File: src/rtl/mem_arbiter.sv
// Purpose: arbitrates the I-fetch and D ports onto one shared block memory interface.
// Latency: strobe one cycle after a request is sampled in IDLE; ack one cycle after mem_ready.
// Backpressure: requesters hold req until ack; a single transfer is in flight at any time.
// Build option: define MEM_ARB_RR_EN for round-robin priority; default is fixed priority, D over I.
module mem_arbiter #(
  parameter int ADDR_W = 28,
  parameter int DATA_W = 128
) (
  input  logic              clk,
  input  logic              rst,
  input  logic              i_req,
  input  logic [ADDR_W-1:0] i_addr,
  output logic [DATA_W-1:0] i_rdata,
  output logic              i_ack,
  input  logic              d_req,
  input  logic              d_we,
  input  logic [ADDR_W-1:0] d_addr,
  input  logic [DATA_W-1:0] d_wdata,
  output logic [DATA_W-1:0] d_rdata,
  output logic              d_ack,
  output logic              mem_read,
  output logic              mem_write,
  output logic [ADDR_W-1:0] mem_addr,
  output logic [DATA_W-1:0] mem_wdata,
  input  logic              mem_ready,
  input  logic [DATA_W-1:0] mem_rdata
);

  typedef enum logic [1:0] {
    IDLE   = 2'd0,
    BUSY_I = 2'd1,
    BUSY_D = 2'd2
  } state_t;

  state_t state;

  // A requester whose ack is high this cycle is still holding req for that
  // completed transfer, so it must not be seen as a fresh request.
  logic i_eff;
  logic d_eff;
  logic grant_d;

  assign i_eff = i_req & ~i_ack;
  assign d_eff = d_req & ~d_ack;

`ifdef MEM_ARB_RR_EN
  // 1 when D was the most recently granted port; resets to I.
  logic last_d;

  // On a tie, grant the port that was not served last.
  assign grant_d = d_eff & (~i_eff | ~last_d);
`else
  // Fixed priority: D always wins a tie.
  assign grant_d = d_eff;
`endif

  // Arbitration FSM with registered memory strobes, acks and read data.
  always_ff @(posedge clk or negedge rst) begin
    if (!rst) begin
      state     <= IDLE;
      mem_read  <= 1'b0;
      mem_write <= 1'b0;
      mem_addr  <= '0;
      mem_wdata <= '0;
      i_ack     <= 1'b0;
      d_ack     <= 1'b0;
      i_rdata   <= '0;
      d_rdata   <= '0;
`ifdef MEM_ARB_RR_EN
      last_d    <= 1'b0;
`endif
    end else begin
      i_ack <= 1'b0;
      d_ack <= 1'b0;
      case (state)
        IDLE: begin
          if (grant_d) begin
            state    <= BUSY_D;
            mem_addr <= d_addr;
            if (d_we) begin
              mem_wdata <= d_wdata;
              mem_write <= 1'b1;
            end else begin
              mem_read <= 1'b1;
            end
`ifdef MEM_ARB_RR_EN
            last_d <= 1'b1;
`endif
          end else if (i_eff) begin
            state    <= BUSY_I;
            mem_addr <= i_addr;
            mem_read <= 1'b1;
`ifdef MEM_ARB_RR_EN
            last_d <= 1'b0;
`endif
          end
        end
        BUSY_I: begin
          if (mem_ready) begin
            mem_read  <= 1'b0;
            mem_write <= 1'b0;
            i_ack     <= 1'b1;
            i_rdata   <= mem_rdata;
            state     <= IDLE;
          end
        end
        BUSY_D: begin
          if (mem_ready) begin
            mem_read  <= 1'b0;
            mem_write <= 1'b0;
            d_ack     <= 1'b1;
            // Only a read transfer updates the D-side read data.
            if (mem_read) begin
              d_rdata <= mem_rdata;
            end
            state <= IDLE;
          end
        end
        default: state <= IDLE;
      endcase
    end
  end

endmodule
File: config.mk
export PLATFORM = sky130hd
export DESIGN_NAME = mem_arbiter
export DESIGN_NICKNAME = d
export VERILOG_FILES = /design/src/rtl/mem_arbiter.sv
export SDC_FILE = /design/constraint.sdc
export NUM_CORES = 1
export LEC_CHECK = 0
export ABC_AREA = 1
export BUFFER_PORTS_ARGS = -buffer_cell sky130_fd_sc_hd__buf_2
export CAP_MARGIN = 40
export CORE_AREA = 2 2 282 284
export CTS_CLUSTER_SIZE = 12
export DETAILED_ROUTE_END_ITERATION = 16
export DIE_AREA = 0 0 284 286
export MAX_ROUTING_LAYER = met4
export PLACE_DENSITY = 0.41
export SLEW_MARGIN = 20
export SYNTH_ARGS = -nofsm -noshare
export SYNTH_HDL_FRONTEND = slang
export SYNTH_SLANG_ARGS = --single-unit
File: constraint.sdc
create_clock -name clk -period 2.9 [get_ports clk]
set_input_delay 0.145 -clock clk [delete_from_list [all_inputs] [get_ports clk]]
set_output_delay 0.145 -clock clk [all_outputs]
set_load 0.02 [all_outputs]
==> results of run 1 <==
per-stage QoR:
step	util, %	setup WS [ns]	std cells
floorplan	-	1.46	1748
global placement	26.6	0.816	3462
detailed placement	26.6	0.657	3463
CTS	32.7	0.636	3865
global route	32.8	0.447	3866
cells by family after synthesis:
group / synth area share (%)
buffers and inverters: 6.48
DFF: 65.5
and+or+nand+nor: 19.7
AOI/OAI and AO/OA: 8.08
adders and majority gates: 0.313
synthesized netlist by cell type:
cell type  number
nand2_1       827
inv_1         137
buf_2          41
ha_1            4
buf_6          11
dfrtp_1       418
o21ai_0       258
or2_2           1
buf_4           6
clkbuf_1       37
nand4_1         2
inv_2           2
nand3_1         4
timing repair:
item,4_1_cts,5_1_grt
hold buffers,316,0
endpoints found under the hold margin,477,0
buffers inserted,0,0
per-layer routing:
layer	global-route usage (%)
met1	16.7
met2	23.8
met3	4.75
met4	5.63
met5	-
==> impl_metrics.py, run 1 <==
metrics = {
    "run_status": {
        "status": "aborted with a tool error",
        "lastStage": "detailed routing (5_2_route)",
        "error": "[ERROR DRT-0255] Maze Route cannot find path of net d_rdata[96] in worker of routeBox ( 241500 144900 ) ( 284000 193200 ).",
    },
    "synth": {
        "synth_top_area_cell": "dfrtp_1",
        "synthCells": 1748,
        "yosysSeqAreaShare_pct": 65.5,
        "syn_area_per_cell_sq_um": 9.14,
        "synth_area_leaders": "dfrtp_1 65%, nand2_1 19%, o21ai_0 8.1%, inv_1 3.2%, buf_2 1.3%",
        "syn-num-nets": 2070,
        "synth_cell_types": 13,
        "yosysWarnings": 0,
        "ys_ff_latch": 418,
        "yosys.area.top_type_share_pct": 65.5,
        "synth_area_sq_mm": 0.0160,
    },
    "global_route": {
        "grt_max_degree": 129,
        "grt_pass1_wl_um": 91600,
        "globalRouteOverflowTotal": 0,
        "first_global_vias": 15707,
        "antenna_found_initial": 2,
        "grt_usage_pct": 14.6,
    },
    "die": {
        "start_util_pct": 20.4,
        "die_h_um": 286,
        "ioPinCount": 734,
        "die_w_um": 284,
        "num_rows": 103,
    },
    "placed_design": {
        "dp_hpwl_um": 42400,
        "place_area_sq_mm": 0.0208,
        "place.gp.congestion": 0.839,
        "port_buffers": 733,
    },
    "clock_tree": {
        "clk_path_buf_depth": 3,
        "cts.sinks": 418,
        "root_buffer": "clkbuf_16",
        "cts-htree-levels": 2,
        "cts_buffers": 49,
        "ctsResizeCount": 0,
    },
}
==> run 2, diff against run 1 <==
--- a/config.mk
+++ b/config.mk
@@ -9,11 +9,9 @@
 export BUFFER_PORTS_ARGS = -buffer_cell sky130_fd_sc_hd__buf_2
 export CAP_MARGIN = 40
 export CORE_AREA = 2 2 282 284
-export CTS_CLUSTER_SIZE = 12
 export DETAILED_ROUTE_END_ITERATION = 16
 export DIE_AREA = 0 0 284 286
-export MAX_ROUTING_LAYER = met4
-export PLACE_DENSITY = 0.41
+export PLACE_DENSITY_LB_ADDON = 0.15
 export SLEW_MARGIN = 20
 export SYNTH_ARGS = -nofsm -noshare
 export SYNTH_HDL_FRONTEND = slang
==> run 2 against run 1 <==
Effect of this change:
- the run now ends clean
- synthesized area unchanged
- synthesized cell count is the same
- global-route usage decreased by 0.30 points
==> impl_metrics.py, run 2 <==
metrics = {
    "run_status": {
        "status": "finished clean",
    },
    "final_layout": {
        "nFillCells": 8412,
        "nNetsFinal": 3111,
        "final_area_sq_mm": 0.0257,
        "syn_to_final_growth_pct": 61.0,
        "drive_gt1_share_pct": 30.2,
        "top_regs": "d_rdata (128), i_rdata (128), mem_wdata (128)",
        "layout_common_cells": "825 x nand2_1, 732 x buf_2, 418 x dfrtp_1",
        "final_common_cell": "nand2_1",
    },
    "route": {
        "via_count": 15115,
        "drc": 0,
        "vias_per_cell": 3.90,
        "firstDrtPassIters": 7,
        "routedWlPerCell_um": 15.5,
        "final_antenna_net_count": 0,
        "wirelength_um": 60100,
        "drt_iter0_drc": 829,
    },
    "timing": {
        "setup_ws_ns": 0.778,
        "hold_viol": 0,
        "fin_setup_tns_ns": 0,
        "setup_violations": 0,
        "finalMaxSlewViolations": 0,
        "rsz0062_at_grt": "no",
        "max-slew-margin-rel_pct": 56.5,
        "period_needed_ns": 2.12,
        "min_period_over_period_pct": 73.2,
        "fmax_mhz": 471,
        "fin_skew_ns": 0.0100,
        "worst_pin_slew_ns": 0.652,
    },
    "die": {
        "start_util_pct": 20.4,
        "die_w_um": 284,
        "ioPinCount": 734,
        "num_rows": 103,
        "core_area_sq_mm": 0.0784,
        "die-area_sq_mm": 0.0812,
        "die_h_um": 286,
    },
    "global_route": {
        "grt_usage_pct": 14.3,
        "antenna_found_initial": 3,
        "busiest_layer": "met2",
        "grt_max_degree": 131,
        "first_global_vias": 15772,
        "use_met2_pct": 25.5,
        "grt_pass1_wl_um": 92600,
        "met1_usage_pct": 16.4,
        "globalRouteOverflowTotal": 0,
        "grt_use_met3_pct": 4.55,
    },
    "clock_tree": {
        "cts_buffers": 52,
        "clk_path_buf_depth": 3,
        "cts-htree-levels": 2,
        "clkTransAtPathRegs_ns": 0.06,
        "cts_tree": "done",
        "insertion_delay_ns": 0.57,
        "cts.sinks": 418,
        "root_buffer": "clkbuf_16",
        "postCtsSetupBuffers": 0,
    },
    "synth": {
        "syn-num-nets": 2070,
        "synth_area_sq_mm": 0.0160,
        "yosys.area.top_type_share_pct": 65.5,
        "synth_area_leaders": "dfrtp_1 65%, nand2_1 19%, o21ai_0 8.1%, inv_1 3.2%, buf_2 1.3%",
        "synth_cell_types": 13,
        "synth_most_common_cell": "nand2_1",
        "syn_area_per_cell_sq_um": 9.14,
        "synth_top_area_cell": "dfrtp_1",
        "synthFlopType": "dfrtp_1",
        "yosys-top-cells-count": "827 x nand2_1, 418 x dfrtp_1, 258 x o21ai_0, 137 x inv_1, 41 x buf_2",
        "yosysSeqAreaShare_pct": 65.5,
        "yosysWarnings": 0,
        "ys_ff_latch": 418,
        "synth_edf_count": 0,
        "synthCells": 1748,
        "synth-async-reset-ratio_pct": 100,
    },
    "placed_design": {
        "place_ws_ns": 0.920,
        "dp_hpwl_um": 43500,
        "place_area_sq_mm": 0.0209,
        "port_buffers": 733,
        "place.gp.congestion": 0.859,
    },
    "critical_path": {
        "critPathMaxStageDelay_ns": 0.58,
        "crit_path_cell_trace": "inv_1 > nand2_1 > inv_1 > buf_4 > nand2_1 > nand2_1 > dlygate4sd3_1 > nand2_1 > nand2_1",
        "critical_path_class": "reg -> reg",
        "crit_path_end_kind": "flop",
        "critPathMaxFanout": 16,
        "arrival_ns": 2.63,
        "cp.required_ns": 3.41,
        "crit_slowest_cell": "dlygate4sd3_1",
        "start_kind": "flop",
        "worst_path_most_repeated_cell": "nand2_1",
    },
    "pwr": {
        "p_leak_nw": 14.2,
        "ir_drop_mv": 0.487,
        "p_per_area_mw_per_mm2": 1070,
        "finalPower_w": 0.0276,
    },
    "flow_run": {
        "drv_cap": 0,
    },
    "min_path": {
        "hp-class": "in -> async",
    },
}
==> run 2: cell counts after synthesis <==
Identical to the previous run, type by type.
==> run 2: worst max-delay path: cells and delay by family, from the launching register on <==
kind | cells | cell delay, ns
buf+inv | 4 | 1.33
flops | 1 | 0.39
simple gates | 5 | 0.33
==> run 2: worst paths after layout <==
path,end,from,cells after the start,slack [ns]
worst max-delay path,mem_addr[7]$_DFFE_PN0P_,d_ack$_DFF_PN0_,9,0.78
worst min-delay path,i_rdata[40]$_DFFE_PN0P_,rst,2,0.11
worst max register to register,mem_addr[7]$_DFFE_PN0P_,d_ack$_DFF_PN0_,9,0.78
worst min register to register,mem_wdata[6]$_DFFE_PN0P_,mem_wdata[6]$_DFFE_PN0P_,2,0.47
max in group asynchronous,d_rdata[78]$_DFFE_PN0P_,rst,4,1.86
min in group clk,mem_read$_DFFE_PN0P_,i_req,5,0.12
==> run 2: kinds of logic after synthesis <==
| kind of cell | synth area share (%) |
|---|---|
| buffers and inverters | 6.48 |
| adder cells (fa/ha/maj) | 0.313 |
| AND/OR/NAND/NOR | 19.7 |
| flip-flops | 65.5 |
| AO/OA/AOI/OAI | 8.08 |
==> run 2: routing by layer <==
| layer | wire length [um] | part of all wire [%] |
|---|---|---|
| met1 | 23300 | 39 |
| met2 | 30200 | 50 |
| met3 | 4860 | 8.1 |
| met4 | 1660 | 2.8 |
| met5 | 40 | 0.067 |
==> run 2: report_power, final <==
group | internal (W) | leakage, nW | switching [W]
Clock | 0.00389 | 0.840 | 0.00251
Sequential | 0.00852 | 5.23 | 0.00144
Combinational | 0.00368 | 8.11 | 0.00754
==> run 2: final cells by class <==
type                       count  area (sq um)  area share, %
multi-input combinational   1096          4500           17.5
antenna                        1          2.50        0.00972
clock inverter                15           158          0.613
timing repair buffer        1082          7250           28.2
inverter                     139           524           2.04
clock buffer                  74          1530           5.93
sequential                   418         10500           40.6
tap                         1050          1310           5.11
==> run 2: metrics by stage <==
step / hold WS [ns] / instances / util (%)
4_1_cts: 0.0836 / 3874 / 32.8
3_5_place_dp: 0.150 / 3470 / 26.7
5_1_grt: 0.118 / 3874 / 32.8
6_report: 0.113 / 3875 / 32.8
3_3_place_gp: 0.144 / 3470 / 26.7
2_1_floorplan: -0.151 / 1748 / -
==> run 2: repair_timing <==
item,4_1_cts,5_1_grt
hold buffers,315,0
endpoints found under the hold margin,549,0
setup endpoints to repair,0,0
resized for setup,0,0
(Power assumes the default switching activity.)
